**config.mk**
```make
export PLATFORM = sky130hd
export DESIGN_NAME = disaggregator
export DESIGN_NICKNAME = d
export VERILOG_FILES = /design/src/rtl/disaggregator.sv
export SDC_FILE = /design/constraint.sdc
export NUM_CORES = 1
export LEC_CHECK = 0
export ABC_AREA = 0
export BUFFER_PORTS_ARGS = -buffer_cell sky130_fd_sc_hd__buf_2
export CAP_MARGIN = 20
export CORE_MARGIN = 8
export CORE_UTILIZATION = 42
export CTS_BUF_LIST = sky130_fd_sc_hd__clkbuf_2 sky130_fd_sc_hd__clkbuf_4 sky130_fd_sc_hd__clkbuf_8
export DETAILED_ROUTE_END_ITERATION = 10
export PLACE_DENSITY = 0.74
export SYNTH_ARGS = -nofsm -noshare
export SYNTH_HDL_FRONTEND = slang
export SYNTH_SLANG_ARGS = --single-unit
```
**constraint.sdc**
```tcl
create_clock -name clk -period 2.2 [get_ports clk]
set_input_delay 0.33 -clock clk [delete_from_list [all_inputs] [get_ports clk]]
set_output_delay 0.33 -clock clk [all_outputs]
set_load 0.01 [all_outputs]
```
**src/rtl/disaggregator.sv**
```systemverilog
// Disaggregator: splits one wide word from an upstream FWFT FIFO into
// FETCH_WIDTH narrow words and pushes them downstream, one per cycle.
//
// Parameters
//   DATA_WIDTH  : width of one narrow output word
//   FETCH_WIDTH : narrow words per wide input word (1..16)
//
// Ports
//   clk             : clock, rising edge
//   rst_n           : asynchronous active-low reset
//   sender_data     : wide word at the head of the upstream FIFO
//   sender_empty_n  : upstream FIFO holds at least one word
//   sender_deq      : pops the upstream FIFO at this edge
//   receiver_data   : current narrow word (0 while no word is buffered)
//   receiver_full_n : downstream can accept a word this cycle
//   receiver_enq    : receiver_data is pushed downstream at this edge
//
// Configuration
//   DISAGGREGATOR_MSB_FIRST_EN : when defined, lanes go out from
//   FETCH_WIDTH-1 down to 0; otherwise lane 0 goes out first.
module disaggregator #(
    parameter int DATA_WIDTH  = 16,
    parameter int FETCH_WIDTH = 4
) (
    input  logic                            clk,
    input  logic                            rst_n,
    input  logic [FETCH_WIDTH*DATA_WIDTH-1:0] sender_data,
    input  logic                            sender_empty_n,
    output logic                            sender_deq,
    output logic [DATA_WIDTH-1:0]           receiver_data,
    input  logic                            receiver_full_n,
    output logic                            receiver_enq
);

    localparam int CW = (FETCH_WIDTH > 1) ? $clog2(FETCH_WIDTH) : 1;
    localparam logic [CW-1:0] LAST = CW'(FETCH_WIDTH - 1);

    typedef enum logic {
        EMPTY = 1'b0,
        SEND  = 1'b1
    } state_t;

    state_t                          state;
    logic [CW-1:0]                   cnt;
    logic [FETCH_WIDTH*DATA_WIDTH-1:0] buffer;
    logic [CW-1:0]                   lane;
    logic                            last;

    assign last = (cnt == LAST);

`ifdef DISAGGREGATOR_MSB_FIRST_EN
    assign lane = LAST - cnt;
`else
    assign lane = cnt;
`endif

    assign receiver_enq = (state == SEND) && receiver_full_n;

    // Reload on the same edge the last lane leaves, so a steady
    // upstream gives one narrow word per cycle with no bubble.
    assign sender_deq = rst_n && sender_empty_n &&
                        ((state == EMPTY) || (last && receiver_enq));

    always_comb begin
        receiver_data = '0;
        if (state == SEND) begin
            for (int k = 0; k < FETCH_WIDTH; k++) begin
                if (lane == CW'(k)) begin
                    receiver_data = buffer[k*DATA_WIDTH +: DATA_WIDTH];
                end
            end
        end
    end

    always_ff @(posedge clk or negedge rst_n) begin
        if (!rst_n) begin
            state  <= EMPTY;
            cnt    <= '0;
            buffer <= '0;
        end else if (sender_deq) begin
            buffer <= sender_data;
            cnt    <= '0;
            state  <= SEND;
        end else if (receiver_enq) begin
            if (last) begin
                state <= EMPTY;
                cnt   <= '0;
            end else begin
                cnt <= cnt + CW'(1);
            end
        end
    end

endmodule

```
Word-level counts from Yosys, hierarchy flattened
Cells that the tools add are included.
{ "word_totals": {"reg_bits": 67, "in_bits": 68, "output_inout_bits": 18, "wordCells": 28} }
{ "op_classes": {"add_sub_neg": 1, "eq_ne": 3, "muxes": 11, "bitwise": 1, "reduce_logical": 9} }
{ "op_table": {"columns": ["op", "count"], "rows": [
  ["16-bit 2-to-1 mux", 5],
  ["2-bit 2-to-1 mux", 3],
  ["2-bit equality test (second input constant)", 2],
  ["1-bit logical AND", 4],
  ["2-bit nonzero test", 2],
  ["1-bit 2-to-1 mux", 3],
  ["2-bit by 1-bit adder with 2-bit output (second input constant)", 1],
  ["2-bit by 1-bit equality test with 1-bit output (second input constant)", 1],
  ["2-bit logical NOT", 1],
  ["2-bit AND reduction", 1],
  ["1-bit logical OR", 1],
  ["1-bit NOT", 1]
]} }

Logic depth before layout (Yosys ltp)
Gate-level depths: netlist of run 1.
{ "logic_depth": {"ltp_word": 6, "mapped_depth": 7, "ltp_nobuf": 5} }

Worst setup path after synthesis of run 1
Ideal clock, no wire load.
{ "synth_timing": {"path_type": "register -> output", "startpoint": "register cnt[0]", "endpoint": "output receiver_data[4]", "t_arrival_ps": 1541, "required_time_ps": 1870, "slack_ps": 329, "path_stages_with_launch": 7, "n_path_buf": 2, "path_cell_list": "dfrtp_1 > ha_1 > buf_2 > nor2b_2 > buf_2 > a221oi_1 > o21ai_0"} }
{ "synth_between": {"elab_chain_cells": 6, "word_cells_on_any_way": 9, "cone_classes": "3 x eq/ne; 5 x mux; 1 x reduce/logical"} }
{ "synth_rtl": {"columns": ["item", "line", "source"], "rows": [
  ["start: declaration", "44", "logic [CW-1:0] cnt;"],
  ["start signal: assignment", "89", "cnt <= cnt + CW'(1);"],
  ["2-bit logical NOT", "68", "if (lane == CW'(k)) begin"],
  ["16-bit 2-to-1 mux (3 in series)", "68", null],
  ["16-bit 2-to-1 mux (*)", "68", null],
  ["16-bit 2-to-1 mux (*)", "66", "if (state == SEND) begin"],
  ["end: declaration", "30", "output logic [DATA_WIDTH-1:0] receiver_data,"]
]} }
Mark *: on every way between the ends. The rest lies on a longest branch, timed or not.

Final worst setup path of run 1
{ "layout_timing": {"startpoint": "register cnt[0]", "endpoint": "output receiver_data[6]"} }
Same word-level chain as after synthesis.

==> results of run 1 <==
## Yosys cell counts, types with 3 or more instances
library cell | instances | area [sq um]
sky130_fd_sc_hd__buf_2 | 4 | 20.0
sky130_fd_sc_hd__nand2_1 | 21 | 78.8
sky130_fd_sc_hd__o21ai_1 | 10 | 50.1
sky130_fd_sc_hd__inv_1 | 3 | 11.3
sky130_fd_sc_hd__mux2_4 | 49 | 736
sky130_fd_sc_hd__mux2_1 | 4 | 45.0
sky130_fd_sc_hd__o21ai_0 | 23 | 115
sky130_fd_sc_hd__ha_1 | 4 | 50.1
sky130_fd_sc_hd__buf_12 | 5 | 100
sky130_fd_sc_hd__clkbuf_1 | 4 | 15.0
sky130_fd_sc_hd__a221oi_1 | 16 | 140
sky130_fd_sc_hd__mux2_2 | 11 | 124
sky130_fd_sc_hd__dfrtp_1 | 67 | 1680
## worst max-delay path by stage
stage	endpoint	cells past startpoint	startpoint
after floorplan	receiver_data[4]	6	cnt[0]
after global placement	receiver_data[3]	7	cnt[0]
after detailed placement	receiver_data[2]	7	cnt[0]
after CTS	receiver_data[7]	7	cnt[0]
after global routing	receiver_data[4]	7	cnt[0]
final	receiver_data[6]	7	cnt[0]
## flip-flops by register name (all words and copies together), names as in the netlist
signal and cells:
buffer 64, cnt 2, state 1
## report_power, final
group	switching (mW)	internal [mW]
sequential	0.488	1.85
combinational	1.42	1.76
clock	0.463	0.668
total	2.37	4.28
## stage by stage
stage                     setup TNS (ns)  instance area, sq um  hold slack (ns)  worst slack [ns]  utilization [%]
after global routing              -0.665                  4250            0.114           -0.0564             55.9
after floorplan                        0                  3260           0.0344             0.329                -
final                                  0                  4250           0.0919            0.0252             55.9
after global placement                 0                  3750            0.459             0.144             49.3
after detailed placement               0                  3750            0.462             0.136             49.3
after CTS                        -0.0657                  4130           0.0847           -0.0193             54.3
## cell families after synthesis
logic type | Yosys count
AO/OA/AOI/OAI | 53
flip-flops | 67
multiplexers | 64
buffers and inverters | 20
AND/OR/NAND/NOR | 27
adder cells (fa/ha/maj) | 4
## repair_timing
action | CTS | global route
gates cloned | 0 | 0
setup endpoints to repair | 16 | 17
setup buffers | 3 | 2
pin swaps | 2 | 21
gates resized for setup | 28 | 22
## area by class of cell
cell class,count,area share [%]
antenna,1,0.0589
clock buffer,10,3.24
clock inverter,6,2.09
inverter,4,0.353
multi-input combinational,148,38.1
sequential,67,39.4
tap,102,3.00
timing repair buffer,100,13.7
## layer usage
layer / routed length (um) / share of wire (%) / vias up / GRT usage (%)
met1: 3690 / 45 / 1138 / 19.3
li1: - / - / 1042 / -
met4: 205 / 2.5 / 0 / 7.24
met2: 3900 / 47 / 75 / 25.0
met5: 0 / 0 / - / 0
met3: 475 / 5.7 / 16 / 4.52
==> run metrics, run 1 <==
count of buffering cells on the critical path with inverters included=3; net count after synthesis=a little over 300; largest net degree at the start of global routing=44; latest clock arrival within the worst-skew pair=around 0.34 ns; mux share of post-synthesis cell area=between 20 and 30%; Total Nets Final=between 400 and 500; maximum fanout count along the critical path=7; fraction of the mapped netlist area in compound gates=about 10%; max capacitance violation total=0; RSZ-0062 raised after global routing=yes; detailed placement HPWL=slightly above 6000 um; required time of the critical path=~1.9 ns; reg-to-reg slack, setup=between 0.3 and 0.4 ns; Post-CTS Hold Buffers=0; top library cells by usage in the layout, fill and taps aside=sky130_fd_sc_hd__buf_2, sky130_fd_sc_hd__dfrtp_1, sky130_fd_sc_hd__mux2_4; post-synthesis cell area=3260 sq um; launching element type of the critical path=register; number of distinct library cells after synthesis=27; Leakage Power=about 2 nW; multi-input logic area=about 1600 sq um; first-pass GRT wire length=around 13000 um; row count=32; Worst-Margin Slew=about 0.45 ns; worst-path cell chain=buf_6 -> ha_4 -> nor2b_4 -> buf_6 -> a221oi_2 -> o21ai_1 -> buf_2; post-synthesis share of cell area spent on xor and xnor gates=0%; Cells after Synth=roughly 240; number of antenna violations at the first check in global routing=1; Sink Count=67; area added between synthesis and finish=30.4%; Vias=roughly 2.3k; mean routed wirelength per cell=around 19 um; Critical Path Sink Type=primary output; I/O Buffers=85; chip height=~100 um; register area share after synthesis=roughly 50%; number of top-level pins=86; most prevalent standard cell on the critical path=sky130_fd_sc_hd__buf_6; Max Slew Vio Count=0; fill cell total of the finished layout=639; Final min period=2.17 ns; CP max-delay cell=sky130_fd_sc_hd__dfrtp_1; data arrival time of the critical path=roughly 1.8 ns; family with the most delay on the worst path=buffers and inverters; area enclosed by the die boundary=approximately 11000 sq um; number of enable flip-flop cells after synthesis=0; mean number of vias per cell=between 5 and 6; share of flip-flops with an asynchronous set or reset after synthesis=100%; gpl congestion=between 0.8 and 0.9; FF-to-FF path depth=5; final non-filler cell total=around 440; highest achievable clock rate=460 MHz; largest buffer count on any clock path=2; most common library cell in the layout ignoring fill and taps=sky130_fd_sc_hd__buf_2; total of warnings raised by yosys=0; post-synthesis average cell area=roughly 14 sq um; number of synthesized register bits=67; Antenna Nets Post-Route=0; arithmetic-cell share of the synthesized area counting full adders, half adders and majority gates=under 10%; RR Startpoint=cnt[1]; peak supply drop=~0.00060 V; worst-case headroom to the max-slew limit=a little over two thirds; vias in the first global route=about 2.6k; TritonCTS clock tree=built; most used flip-flop cell after synthesis=sky130_fd_sc_hd__dfrtp_1; horizontal extent of the die=between 100 and 150 um; Worst Setup Path Type=reg -> out; endpoint of the worst register-to-register path=buffer[45]; endpoints failing setup=0; Remaining Overflow, GRT=0; kind of path behind the tightest hold check=in -> async; area taken by flip-flops and latches=around 1700 sq um; Reg clk slew, reported paths=0.07 ns; buffer cell driving the clock tree root=sky130_fd_sc_hd__clkbuf_8; outcome=finished clean; post-placement cell count=between 400 and 500; area of the core=about 7600 sq um; initial core utilization=~43%; Final Skew=roughly 0.010 ns; DRC errors left=0; H-tree level count=3; power per unit of standard cell area=between 1500 and 2000 nW/um^2; number of hold violations in the final report=0; total power=~6.7 mW; detailed-routing iteration count for the pre-antenna-repair pass=4; post-route clock period utilization=between 90% and 100%; share of layout cells above drive strength 1=~60%; global-route total usage across every layer=about 16%; post-synthesis share of cell area spent on and, or, nand and nor gates=~3.6%; final wirelength=around 8300 um; violation count after the first detailed-route iteration=72; Inserted Clock Buffers=9; largest stage delay on the critical path=~0.43 ns; dominant combinational cell family by area after synthesis=multiplexers
Note: power is estimated with default switching activity, not from simulation.
==> run 2, diff against run 1 <==
Settings changed: MAX_ROUTING_LAYER from default to met4, PLACE_DENSITY 0.74 to 0.76.
Clock period 2.2 ns to 1.93 ns, I/O delays scaled along.
==> run 2 against run 1 <==
The flow now finishes with violations (negative setup slack). Clock power is 39% higher. Core utilization is 6.4 points higher. Cell count is 4.8% higher. Sequential power is 16% higher. Worst hold slack worse by 0.081 ns. Design area is 11% higher. Worst setup slack worse by 0.27 ns. Combinational power is 45% higher. Non-clock buffer count is 21 higher. Critical path depth is 1 lower. Highest routed layer unchanged.
==> run metrics, run 2 (same netlist as run 1, synthesis figures left out) <==
outcome=finished with violations; violations in the final reports=negative setup slack; mean routed wirelength per cell=20.2 um (+7.3%); global-route total usage across every layer=17.8% (+2.0 points); post-route clock period utilization=113%; Sink Count=67 (unchanged); horizontal extent of the die=104 um (unchanged); required time of the critical path=1.64 ns (-0.23 ns); gpl congestion=0.873 (+1.7%); worst-case setup margin in the final layout=-0.243 ns (-0.268 ns); latest clock arrival within the worst-skew pair=0.35 ns (about the same); share of layout cells above drive strength 1=67.2% (+5.4 points); family with the most delay on the worst path=buffers and inverters; worst-path cell chain=buf_4 -> ha_4 -> clkbuf_16 -> a221oi_4 -> o21ai_1 -> buf_2; multi-input logic area=1780 sq um (+9.8%); largest stage delay on the critical path=0.42 ns (about the same); first-pass GRT wire length=14600 um (+8.6%); H-tree level count=3 (unchanged); top library cells by usage in the layout, fill and taps aside=sky130_fd_sc_hd__buf_2, sky130_fd_sc_hd__dfrtp_1, sky130_fd_sc_hd__mux2_4; number of antenna violations at the first check in global routing=0 (-1); I/O Buffers=85 (unchanged); area of the core=7610 sq um (unchanged); endpoints failing setup=16 (+16); sum of negative setup slack=-3.35 ns (-3.35 ns); power per unit of standard cell area=1880 nW/um^2 (+20%); ANT cells=0 (-1); Vias=2380 (+4.8%); kind of path behind the tightest hold check=in -> async; final core utilization=62.3% (+6.4 points); CP max-delay cell=sky130_fd_sc_hd__dfrtp_1; Final Skew=0.00841 ns (-0.00168 ns); Final min period=~2.2 ns; area enclosed by the die boundary=10800 sq um (unchanged); largest buffer count on any clock path=2 (unchanged); DRC errors left=0 (unchanged); minimum hold slack=0.0109 ns (-0.0811 ns); data arrival time of the critical path=1.88 ns (+0.04 ns); max FFs per register=64 (unchanged); Total Nets Final=424 (+5.5%); Antenna Nets Post-Route=0 (unchanged); peak supply drop=0.000979 V (+62%); Critical Path Sink Type=primary output; buffer cell driving the clock tree root=sky130_fd_sc_hd__clkbuf_8; vias in the first global route=2738 (+7.4%); Worst-Margin Slew=0.531 ns (+0.0855 ns); largest net degree at the start of global routing=43 (-2.3%); TritonCTS clock tree=built; most common library cell in the layout ignoring fill and taps=sky130_fd_sc_hd__buf_2; Remaining Overflow, GRT=0 (unchanged); launching element type of the critical path=register; chip height=104 um (unchanged); number of top-level pins=86 (unchanged); Worst Setup Path Type=reg -> out; detailed placement HPWL=5930 um (-1.7%); Max Slew Vio Count=0 (unchanged); RSZ-0062 raised after global routing=yes; Inserted Clock Buffers=9 (unchanged); maximum fanout count along the critical path=8 (+1); max capacitance violation total=0 (unchanged); register with the most flip-flops=buffer; Reg clk slew, reported paths=0.08 ns (about the same); initial core utilization=42.8% (unchanged); worst-case headroom to the max-slew limit=64.6% (-5.7 points); fill cell total of the finished layout=571 (-11%); Leakage Power=2.18 nW (+11%); area added between synthesis and finish=45.4%; area taken by flip-flops and latches=1680 sq um (unchanged); final wirelength=9290 um (+12%); highest achievable clock rate=about 460 MHz; number of hold violations in the final report=0 (unchanged); detailed-routing iteration count for the pre-antenna-repair pass=4 (unchanged); registers with the highest flip-flop counts=buffer (64), cnt (2), state (1); count of buffering cells on the critical path with inverters included=3 (unchanged); violation count after the first detailed-route iteration=106 (+47%); mean number of vias per cell=5.19 (about the same); row count=32 (unchanged)
## run 2: changes by cell type in the layout (fill, tap and decap cells not counted), moves of 2 or more
cell,delta
sky130_fd_sc_hd__o21ai_0,-11
sky130_fd_sc_hd__o21ai_2,+10
sky130_fd_sc_hd__buf_4,+9
sky130_fd_sc_hd__a221oi_2,-7
sky130_fd_sc_hd__a221oi_4,+7
sky130_fd_sc_hd__buf_6,+7
sky130_fd_sc_hd__buf_12,+5
sky130_fd_sc_hd__mux2_4,+4
sky130_fd_sc_hd__mux2_2,-3
sky130_fd_sc_hd__bufinv_16,+2
## run 2: where the power goes
group	switching [mW]	internal, mW
combinational	2.00	2.60
clock	0.546	1.03
sequential	0.611	2.11
## run 2: path summary, 6_finish.rpt
kind	cells after the start	endpoint	slack (ns)	from
worst min-delay path	2	buffer[13]	0.01	rst_n
worst max register to register	8	buffer[37]	0.01	cnt[0]
worst max-delay path	6	receiver_data[6]	-0.24	cnt[0]
max in group asynchronous	2	buffer[15]	1.46	rst_n
worst min register to register	1	buffer[36]	0.51	buffer[36]
min in group clk	2	buffer[60]	0.17	sender_data[60]
## run 2: layout make-up
type	instances	share of cell area [%]
clock buffer	10	2.90
clock inverter	6	2.88
inverter	4	0.422
multi-input combinational	149	37.6
sequential	67	35.4
tap	102	2.69
timing repair buffer	121	18.2
## run 2: routing by layer
metal | track usage, % | share of wire [%]
met4 | 5.89 | 1.9
met2 | 27.6 | 49
met3 | 5.39 | 5.8
met5 | - | 0
met1 | 21.5 | 43
## run 2: metrics by stage
| stage | instance area, sq um | instances | worst slack [ns] | power (mW) |
|---|---|---|---|---|
| after floorplan | 3260 | 235 | 0.0993 | 4.56 |
| after detailed placement | 3830 | 422 | -0.166 | 5.66 |
| after global routing | 4740 | 459 | -0.356 | 9.40 |
| after CTS | 4510 | 450 | -0.214 | 8.33 |
| after global placement | 3830 | 422 | -0.0613 | 5.56 |
| final | 4740 | 459 | -0.243 | 8.90 |
## run 2: what timing repair did
item,in CTS,in global routing
gates resized for setup,57,37
endpoints found under the setup margin,17,17
pin swaps,14,15
gates cloned,3,1
buffers inserted,9,8
hold endpoints to repair,0,0
hold buffers,0,0
==> run 3, diff against run 2 <==
Settings changed: RECOVER_POWER from default to 100.
==> run 3 against run 2 <==
The run still ends with negative setup slack left. Clock power is essentially flat. Sequential power is essentially flat. Non-clock buffer count is the same. First-iteration DRC count shrank 25%. Maximum frequency shrank 0.22%. Total power grew 0.11%. Clock skew shrank 0.00075 ns. Core utilization shrank 0.099 points. Combinational power is essentially flat. Design area shrank 0.16%. Register-to-register slack is essentially flat. Clock-buffer cell count is the same. Critical path type unchanged. Largest cell class unchanged. Largest power group unchanged. Highest routed layer unchanged.
==> run metrics, run 3 (same netlist as run 1, synthesis figures left out) <==
outcome=finished with violations; violations in the final reports=negative setup slack; maximum fanout count along the critical path=8 (unchanged); highest achievable clock rate=459 MHz (-0.22%); post-route clock period utilization=113% (+0.25 points); detailed placement HPWL=5930 um (unchanged); DRC errors left=0 (unchanged); first-pass GRT wire length=14600 um (unchanged); number of antenna violations at the first check in global routing=0 (unchanged); worst-case headroom to the max-slew limit=9.58% (-55 points); detailed-routing iteration count for the pre-antenna-repair pass=4 (unchanged); Non-Filler Cell Area, Final=4730 sq um (-0.16%); cell area reported after detailed placement=3830 sq um (unchanged); vias in the first global route=2738 (unchanged); crit path from=cnt[0]; chip height=104 um (unchanged); largest stage delay on the critical path=0.42 ns (about the same); Worst-Margin Slew=1.36 ns (+0.826 ns); horizontal extent of the die=104 um (unchanged); power per unit of standard cell area=1880 nW/um^2 (+0.27%); global-route total usage across every layer=17.8% (unchanged); Max Slew Vio Count=0 (unchanged); area of the core=7610 sq um (unchanged); endpoint of the worst register-to-register path=buffer[37]; largest net degree at the start of global routing=43 (unchanged); detailed-routed wire length on met2=4620 um (+0.79%); TritonCTS clock tree=built; Worst Setup Path Type=reg -> out; registers with the highest flip-flop counts=buffer (64), cnt (2), state (1); peak supply drop=0.000979 V (about the same); row count=32 (unchanged); mean number of vias per cell=5.21 (+0.46%); initial core utilization=42.8% (unchanged); Sink Count=67 (unchanged); worst slack at placement=-0.166 ns (unchanged); final wirelength=9320 um (+0.26%); launching element type of the critical path=register; H-tree level count=3 (unchanged); fill cell total of the finished layout=575 (+0.70%); minimum hold slack=0.168 ns (+0.157 ns); ANT cells=0 (unchanged); top library cells by usage in the layout, fill and taps aside=sky130_fd_sc_hd__buf_2, sky130_fd_sc_hd__dfrtp_1, sky130_fd_sc_hd__mux2_4; hold depth=2; highest metal used=met4; Reg clk slew, reported paths=0.08 ns (about the same); Final Skew=0.00766 ns (-0.000752 ns); Leakage Power=2.18 nW (-0.32%); mean routed wirelength per cell=20.3 um (+0.26%); max FFs per register=64 (unchanged); share of layout cells above drive strength 1=66.7% (-0.56 points); area added between synthesis and finish=45.2%; kind of path behind the tightest hold check=in -> reg; capture endpoint of the worst hold path=buffer[5]; Final min period=2.18 ns (+0.00489 ns); endpoints failing setup=16 (unchanged); Antenna Nets Post-Route=0 (unchanged); Detail Route met3 WL=483 um (-9.9%); I/O Buffers=85 (unchanged); sum of negative setup slack=-3.35 ns (+0.00596 ns); latest clock arrival within the worst-skew pair=0.35 ns (about the same); Remaining Overflow, GRT=0 (unchanged); worst-path cell chain=buf_4 -> ha_4 -> clkbuf_16 -> a221oi_4 -> o21ai_1 -> buf_2; violation count after the first detailed-route iteration=79 (-25%); CP max-delay cell=sky130_fd_sc_hd__dfrtp_1; met1 layer wirelength in the final routing=4040 um (+1.2%); Inserted Clock Buffers=9 (unchanged); RSZ-0062 raised after global routing=yes; Critical Path Sink Type=primary output; Hold Startpoint=sender_data[5]; data arrival time of the critical path=1.89 ns (about the same); most common library cell in the layout ignoring fill and taps=sky130_fd_sc_hd__buf_2; worst-case setup margin in the final layout=-0.248 ns (-0.00489 ns); reg-to-reg slack, setup=0.01 ns (about the same); number of hold violations in the final report=0 (unchanged); required time of the critical path=1.64 ns (about the same); Vias=2391 (+0.46%); buffer cell driving the clock tree root=sky130_fd_sc_hd__clkbuf_8; area enclosed by the die boundary=10800 sq um (unchanged); register with the most flip-flops=buffer; largest buffer count on any clock path=2 (unchanged); FF-to-FF path depth=8 (unchanged); RR Startpoint=cnt[0]; number of top-level pins=86 (unchanged); max capacitance violation total=0 (unchanged); Total Nets Final=424 (unchanged); gpl congestion=0.873 (unchanged)
run 3: changes by cell type in the layout (fill, tap and decap cells not counted):
cell | previous run | this run
sky130_fd_sc_hd__buf_2 | 84 | 83
sky130_fd_sc_hd__clkbuf_2 | 0 | 1
sky130_fd_sc_hd__clkbuf_1 | 0 | 2
sky130_fd_sc_hd__buf_4 | 18 | 16
run 3: worst max-delay path by stage:
stage | to | slack (ns) | cells after the start
floorplan | receiver_data[4] | 0.1 | 6
finish | receiver_data[6] | -0.25 | 6
CTS | receiver_data[1] | -0.21 | 6
detailed placement | receiver_data[0] | -0.17 | 7
global placement | receiver_data[15] | -0.06 | 7
global route | receiver_data[15] | -0.36 | 6
run 3: layout make-up:
type	count	area (sq um)	area share, %
inverter	4	20.0	0.423
tap	102	128	2.70
multi-input combinational	149	1780	37.6
clock inverter	6	136	2.88
timing repair buffer	121	853	18.0
sequential	67	1680	35.4
clock buffer	10	138	2.91
run 3: repair_timing:
item | 4_1_cts | 5_1_grt
hold endpoints to repair | 0 | 0
resized for setup | 57 | 37
hold buffers | 0 | 0
gates cloned | 3 | 1
setup endpoints to repair | 17 | 17
buffers inserted | 9 | 8
pin swaps | 14 | 15
run 3: worst max-delay path, delay by kind of cell (launching register included):
family | cells | cell delay, ns
AOI/OAI and AO/OA | 2 | 0.42
adders and majority gates | 1 | 0.19
buffers and inverters | 3 | 0.50
DFF | 1 | 0.42
run 3: metrics by stage:
step	util (%)	instances	power, mW
floorplan	-	235	4.56
global placement	50.4	422	5.56
detailed placement	50.4	422	5.66
CTS	59.3	450	8.33
global route	62.2	459	9.40
finish	62.2	459	8.91
run 3: layer usage:
layer,vias up,GRT usage [%]
met5,-,-
met4,0,5.89
met2,98,27.6
met1,1190,21.5
met3,10,5.39
li1,1093,-
run 3: report_power, final:
| group | total, mW | internal [mW] | switching, mW |
|---|---|---|---|
| registers | 2.72 | 2.11 | 0.613 |
| clock network | 1.58 | 1.03 | 0.549 |
| logic | 4.61 | 2.60 | 2.01 |
